File: src/rtl/cmt_nch.sv
// N-channel compare match timer: per-channel prescaler, compare counter,
// periodic or one-shot operation, sticky status and a shared interrupt line.
module cmt_nch #(
    parameter int unsigned NCH = 2,
    parameter int unsigned CW  = 16
) (
    input  logic              clk,
    input  logic              rst_n,
    input  logic [NCH-1:0]    str_i,
    input  logic [2*NCH-1:0]  cks_i,
    input  logic [NCH-1:0]    mode_i,
    input  logic [NCH*CW-1:0] const_i,
    input  logic [NCH-1:0]    set_cnt_i,
    input  logic [NCH*CW-1:0] wdata_cnt_i,
    input  logic [NCH-1:0]    ie_i,
    input  logic [NCH-1:0]    clr_i,
    output logic [NCH-1:0]    cmf_o,
    output logic [NCH-1:0]    sts_o,
    output logic [NCH*CW-1:0] cnt_o,
    output logic              irq_o
);

    localparam int unsigned PW = 10;

    logic irq_q;

    for (genvar n = 0; n < NCH; n++) begin : g_ch
        logic [PW-1:0] psc_q;
        logic [PW-1:0] div_c;
        logic [CW-1:0] cnt_q;
        logic [CW-1:0] cmp_c;
        logic [CW-1:0] wdata_c;
        logic          cmf_q;
        logic          sts_q;
        logic          armed_q;
        logic          str_d_q;
        logic          run_c;
        logic          tick_c;
        logic          match_c;
        logic          rearm_c;

        // Divider decode and tick/match qualification for this channel.
        always_comb begin
            div_c = PW'(8);
            case (cks_i[2*n +: 2])
                2'b01:   div_c = PW'(32);
                2'b10:   div_c = PW'(128);
                2'b11:   div_c = PW'(512);
                default: div_c = PW'(8);
            endcase
            cmp_c   = const_i[CW*n +: CW];
            wdata_c = wdata_cnt_i[CW*n +: CW];
            run_c   = str_i[n] & armed_q;
            // >= keeps a prescaler left above a newly selected smaller divider from wrapping
            tick_c  = (psc_q >= div_c) & run_c & ~set_cnt_i[n];
            match_c = tick_c & (cnt_q == cmp_c);
            rearm_c = set_cnt_i[n] | (str_i[n] & ~str_d_q);
        end

        always_ff @(posedge clk) begin
            if (!rst_n) begin
                psc_q   <= '0;
                cnt_q   <= CW'(1);
                cmf_q   <= 1'b0;
                sts_q   <= 1'b0;
                armed_q <= 1'b1;
                str_d_q <= 1'b0;
            end else begin
                if (set_cnt_i[n]) begin
                    psc_q <= PW'(1);
                    cnt_q <= wdata_c;
                end else if (tick_c) begin
                    psc_q <= PW'(1);
                    cnt_q <= match_c ? CW'(1) : cnt_q + CW'(1);
                end else if (run_c) begin
                    psc_q <= psc_q + PW'(1);
                end
                cmf_q <= match_c;
                if (match_c) begin
                    sts_q <= 1'b1;
                end else if (clr_i[n]) begin
                    sts_q <= 1'b0;
                end
                // A restart event takes precedence over a one-shot disarm in the same cycle.
                if (rearm_c) begin
                    armed_q <= 1'b1;
                end else if (match_c && mode_i[n]) begin
                    armed_q <= 1'b0;
                end
                str_d_q <= str_i[n];
            end
        end

        assign cmf_o[n]            = cmf_q;
        assign sts_o[n]            = sts_q;
        assign cnt_o[CW*n +: CW]   = cnt_q;
    end

    // Interrupt follows the registered status one cycle later.
    always_ff @(posedge clk) begin
        if (!rst_n) begin
            irq_q <= 1'b0;
        end else begin
            irq_q <= |(sts_o & ie_i);
        end
    end

    assign irq_o = irq_q;

endmodule

File: config.mk
export PLATFORM = sky130hd
export DESIGN_NAME = cmt_nch
export DESIGN_NICKNAME = d
export VERILOG_FILES = /design/src/rtl/cmt_nch.sv
export SDC_FILE = /design/constraint.sdc
export NUM_CORES = 1
export LEC_CHECK = 0
export CAP_MARGIN = 25
export CORE_MARGIN = 2
export CORE_UTILIZATION = 45
export CTS_CLUSTER_DIAMETER = 30
export DETAILED_ROUTE_END_ITERATION = 7
export PLACE_DENSITY = 0.86
export SETUP_SLACK_MARGIN = 0.15
export SYNTH_ARGS = -nofsm -noshare
export SYNTH_HDL_FRONTEND = slang
export SYNTH_SLANG_ARGS = --single-unit
File: constraint.sdc
create_clock -name clk -period 6.7 [get_ports clk]
set_input_delay 1.34 -clock clk [delete_from_list [all_inputs] [get_ports clk]]
set_output_delay 1.34 -clock clk [all_outputs]
set_load 0.005 [all_outputs]
==> impl_metrics.csv, run 1 <==
group,metric,value,unit
timing,clock_skew,11.1,ps
routing,firstDrtPassIters,4,
setup_path,crit_fanout,30,
setup_path,crit_arrival,4360,ps
die,initial_core_util,46.1,%
clocking,ctsHoldBuffers,0,
clocking,cts-root-buf,"clkbuf_8",
run_status,outcome,"complete, no violations",
clocking,cts_sinks,61,
logic_synthesis,syn_inst,499,
power_and_ir_drop,p_leak,1.96,nW
logic_synthesis,synth.most_common_cell,"dfxtp_1",
global_route,grt_pass1_wl,17800,µm
logic_synthesis,synth.area.top_cells,"dfxtp_1, xnor2_1, xor2_1",
power_and_ir_drop,ir_drop,0.0000815,V
placement,dpl-instance-area,5100,µm²
logic_synthesis,seq_area_frac_synth,30.7,%
placement,hpwl,8100,µm
global_route,antenna_found_initial,0,
timing,final_hold_viol_count,0,
setup_path,worstPathRequired,6980,ps
global_route,grt_max_degree,31,
power_and_ir_drop,power.net_switching,0.261,mW
routing,drt_iter0_markers,179,
timing,slew_headroom,28.5,%
logic_synthesis,synth.distinct_cells,62,
routing,routedWlPerCell,15.3,µm
logic_synthesis,synth_edf_count,0,
logic_synthesis,netlist_top_cells_count,"dfxtp_1, nand2_1, nor2_1",
global_route,grt_remaining_overflow,0,
run,drv_cap,0,
routing,dr_wl_met2,5280,µm
layout,nNetsFinal,688,
power_and_ir_drop,intPower,0.726,mW
logic_synthesis,synth_area,3980,µm²
power_and_ir_drop,seq_power_share,42.2,%
timing,fin_crit_sh,60.9,%
clocking,path_clk_slew,70,ps
placement,gp_congestion,0.917,
clocking,htree_levels,3,
timing,rsz0062_at_grt,"false",
setup_path,endpoint_kind,"flip-flop",
die,core_area,8640,µm²
logic_synthesis,synth.avg_cell_area,7.98,µm²
routing,met1_length,4410,µm
clocking,cts_resized,0,
die,dieArea,9620,µm²
layout,diodes,0,
die,io_pins,117,
timing,setup_tns,0,ps
layout,design_area,5330,µm²
clocking,cts_buffers,9,
min_path,min_path_type,"reg -> reg",
timing,clock.fmax,0.245,GHz
clocking,cts_post_setup_buffers_inserted,0,
logic_synthesis,yosysTopAreaCellShare,30.7,%
logic_synthesis,ys.flop_type,"dfxtp_1",
routing,drcViolationCount,0,
layout,area_growth,33.8,%
die,rows,34,
logic_synthesis,ys_warn_count,0,
routing,drt-vias-per-instance,5.66,
routing,top_layer_used,"met4",
die,die_h,98.1,µm
layout,drive_above_1_share,4.84,%
power_and_ir_drop,p_per_area,185,nW/µm²
logic_synthesis,async_flop_share,0,%
setup_path,worstSetupPathType,"in -> reg",
power_and_ir_drop,pwr-share-comb,20.1,%
timing,slew_viol_final,0,
die,die_w,98.1,µm
logic_synthesis,ys_ff_latch,61,
global_route,grt_usage,22.7,%
clocking,worstSkewPairLatency,350,ps
setup_path,start_kind,"input port",
placement,portBuffers,116,
power_and_ir_drop,clockPowerShare,37.7,%
power_and_ir_drop,switching_share,26.5,%
routing,ant_nets,0,
timing,setup_viol,0,
routing,wl_met3,878,µm
routing,wirelength,10800,µm
global_route,grt_pass1_vias,3866,
logic_synthesis,yosys.area.top_type,"dfxtp_1",
clocking,cts_buffer_depth,2,
routing,vias,4005,
logic_synthesis,synth_fp_nets,593,
clocking,tritoncts,"done",
timing,finalCriticalPeriod,4080,ps
timing,worst_slew_pin_slew,1070,ps
layout,fillers,749,
-- layer usage --
layer  global-route usage [%]  vias to the layer above
li1                         -                     1965
met5                        0                        -
met2                     39.0                      198
met4                     8.01                        0
met3                     5.87                       25
met1                     27.4                     1817
-- cells in the final DEF (no fill, tap or decap), types with 15 or more instances in the layout --
cell type	Yosys	routed
a21oi_1	21	21
clkdlybuf4s50_1	0	116
dfxtp_1	61	61
inv_1	16	16
nand2_1	54	54
nand3_1	27	27
nand4_1	15	15
nor2_1	37	37
nor3_1	20	20
o21ai_0	17	17
xnor2_1	28	28
xor2_1	24	24
-- path summary, 6_finish.rpt --
check / slack [ps] / endpoint / from / cells past startpoint
worst min-delay path: 490 / g_ch[0].sts_q / g_ch[0].sts_q / 2
worst max-delay path: 2620 / g_ch[0].psc_q[1] / cks_i[1] / 9
worst min register to register: 490 / g_ch[0].sts_q / g_ch[0].sts_q / 2
worst max register to register: 3820 / g_ch[0].psc_q[1] / g_ch[0].psc_q[3] / 8
-- worst max-delay path, stage by stage --
cell and delay, ps:
clkdlybuf4s50_1 450, nand2b_1 170, ha_1 280, and4b_1 200, a221oi_1 290, o22a_1 810
and2_1 350, nand2_1 240, a21oi_1 220
-- flip-flops by register name (all words and copies together) (netlist names) --
name          flops
g_ch.str_d_q      2
irq_o             1
g_ch.cnt_q       32
g_ch.psc_q       20
g_ch.cmf_q        2
g_ch.sts_q        2
g_ch.armed_q      2
-- power groups by stage --
stage	sequential, mW	clock (mW)	combinational, mW
4_1_cts	0.416	0.377	0.199
3_3_place_gp	0.423	0	0.192
3_5_place_dp	0.424	0	0.198
5_1_grt	0.421	0.397	0.216
2_1_floorplan	0.410	0	0.110
6_report	0.417	0.372	0.198
-- area by class of cell --
type	instances	area [µm²]	share of cell area, %
clock inverter	4	70.1	1.31
timing repair buffer	117	1170	21.9
clock buffer	12	155	2.91
tap	108	135	2.54
multi-input combinational	388	2520	47.2
inverter	17	63.8	1.20
sequential	61	1220	22.9
-- metrics by stage --
| stage | setup WS [ps] | cells | util (%) | hold slack [ps] | total power, mW |
|---|---|---|---|---|---|
| 2_1_floorplan | 3610 | 499 | - | 458 | 0.520 |
| 3_3_place_gp | 2380 | 691 | 59.1 | 469 | 0.615 |
| 3_5_place_dp | 2280 | 691 | 59.1 | 487 | 0.622 |
| 4_1_cts | 2660 | 707 | 61.7 | 498 | 0.992 |
| 5_1_grt | 2360 | 707 | 61.7 | 530 | 1.03 |
| 6_report | 2620 | 707 | 61.7 | 493 | 0.987 |
-- cells by family (layout without fill, tap and decap cells) --
family | after synthesis | count (layout) | synth area share [%]
buffers and inverters | 50 | 150 | 6.19
adder cells (fa/ha/maj) | 14 | 14 | 4.40
XOR/XNOR | 53 | 53 | 12.1
flip-flops | 61 | 61 | 30.7
AND/OR/NAND/NOR | 211 | 211 | 27.7
AO/OA/AOI/OAI | 108 | 108 | 18.4
multiplexers | 2 | 2 | 0.503
No activity file was read; power rests on OpenSTA's default activity.
==> run 2: changes to the inputs <==
CORE_UTILIZATION = 44   (was 45)
PLACE_DENSITY = 0.87   (was 0.86)
clock period = 3.5 ns   (was 6.7 ns; I/O delays follow)
==> run 2 against run 1 <==
Net effect:
- sequential power grew 92%
- design area grew 0.82%
- power grew 88%
- worst hold slack gained 4.6 ps
- first-iteration DRC count shrank 18%
- non-clock buffer count grew 6
- flip-flop and latch count is the same
- via count grew 2.5%
- clock skew shrank 3.5 ps
- clock power grew 79%
- register-to-register slack lost 2700 ps
- sequential share of layout area shrank 0.19 points
==> impl_metrics.csv, run 2 (synthesized netlist as in run 1, its figures left out) <==
group,metric,value,unit
setup_path,worstPathRequired,3760,ps
setup_path,endpoint_kind,"flip-flop",
placement,portBuffers,116,
routing,ant_nets,0,
timing,hold_ws,498,ps
global_route,grt_usage,22.8,%
clocking,cts-root-buf,"clkbuf_8",
setup_path,crit_arrival,3220,ps
routing,vias,4106,
die,die_w,99.2,µm
die,dieArea,9830,µm²
routing,wirelength,11100,µm
die,die_h,99.2,µm
timing,final_hold_viol_count,0,
power_and_ir_drop,p_per_area,345,nW/µm²
setup_path,crit_fanout,14,
clocking,cts_resized,0,
setup_path,critPathLaunch,"cks_i[2]",
clocking,cts_buffers,9,
setup_path,r2r_start,"g_ch[1].psc_q[3]",
clocking,cts_post_setup_buffers_inserted,0,
layout,nNetsFinal,694,
die,io_pins,117,
global_route,grt_pass1_vias,3915,
global_route,grt_pass1_wl,18400,µm
global_route,grt_remaining_overflow,0,
layout,ff_latch_area,1220,µm²
placement,hpwl,8340,µm
layout,largest-register,"g_ch.cnt_q",
timing,finalCriticalPeriod,2960,ps
die,core_area,8760,µm²
routing,firstDrtPassIters,5,
clocking,htree_levels,3,
layout,drive_above_1_share,5.79,%
timing,fin_crit_sh,84.5,%
placement,gp_congestion,0.952,
routing,routedWlPerCell,15.5,µm
die,rows,34,
timing,clock_skew,7.64,ps
min_path,min_path_type,"reg -> reg",
power_and_ir_drop,p_leak,1.98,nW
timing,slew_headroom,52.2,%
clocking,tritoncts,"done",
die,initial_core_util,45.5,%
run,drv_cap,0,
timing,clock.fmax,0.338,GHz
setup_path,r2r_setup_slack,1140,ps
timing,rsz0062_at_grt,"false",
global_route,grt_max_degree,26,
routing,drcViolationCount,0,
layout,fillers,733,
layout,diodes,0,
layout,largest_reg_flops,32,
run_status,outcome,"complete, no violations",
routing,drt-vias-per-instance,5.76,
layout,reg.largest.list,"g_ch.cnt_q x32, g_ch.psc_q x20",
setup_path,start_kind,"input port",
timing,setup_viol,0,
timing,setup_tns,0,ps
clocking,cts_buffer_depth,2,
clocking,worstSkewPairLatency,340,ps
clocking,path_clk_slew,70,ps
layout,mostFrequentLayoutCells,"clkdlybuf4s50_1, dfxtp_1, nand2_1",
layout,mostFrequentLayoutCell,"clkdlybuf4s50_1",
routing,drt_iter0_markers,147,
timing,worst_slew_pin_slew,712,ps
min_path,min-delay-start,"g_ch[0].psc_q[1]",
global_route,antenna_found_initial,0,
clocking,cts_sinks,61,
layout,multi_input_area,2520,µm²
clocking,ctsHoldBuffers,0,
power_and_ir_drop,ir_drop,0.000226,V
layout,area_growth,34.9,%
setup_path,worstSetupPathType,"in -> reg",
timing,slew_viol_final,0,
-- run 2: stage by stage --
step           power [mW]  instance area (µm²)  worst slack (ps)  std cells  util, %
2_1_floorplan       0.995                 3980              1050        499        -
3_3_place_gp         1.19                 5160               328        697     58.9
3_5_place_dp         1.20                 5160               191        697     58.9
4_1_cts              1.86                 5370               561        713     61.3
5_1_grt              1.94                 5370               411        713     61.3
6_report             1.85                 5370               544        713     61.3
-- run 2: routing by layer --
metal | vias up | wire length (µm) | track usage, %
met5 | - | 0 | 0
met4 | 0 | 148 | 6.32
met1 | 1892 | 4500 | 29.0
met3 | 19 | 1020 | 4.64
met2 | 217 | 5390 | 39.4
li1 | 1978 | - | -
-- run 2: worst paths after layout --
path / end / depth (start not counted)
worst max register to register: g_ch[1].cnt_q[11] / 9
worst min-delay path: g_ch[0].psc_q[1] / 2
worst min register to register: g_ch[0].psc_q[1] / 2
worst max-delay path: g_ch[1].cnt_q[11] / 10
-- run 2: critical path, stage by stage --
cell and delay, ps:
clkdlybuf4s50_1 450, nand2b_1 190, ha_1 300, a211o_1 290, a21oi_1 350, a2bb2oi_4 360
buf_4 230, nor2_1 60, o21a_1 110, nor3_1 170
-- run 2: layout make-up --
cell class	count	area share (%)
inverter	17	1.19
clock inverter	3	0.792
tap	108	2.51
multi-input combinational	388	46.8
clock buffer	13	3.14
timing repair buffer	123	22.8
sequential	61	22.7
-- run 2: report_power, final --
group,internal (mW),switching [mW]
Clock,0.387,0.280
Sequential,0.729,0.0706
Combinational,0.230,0.158
Total,1.35,0.508
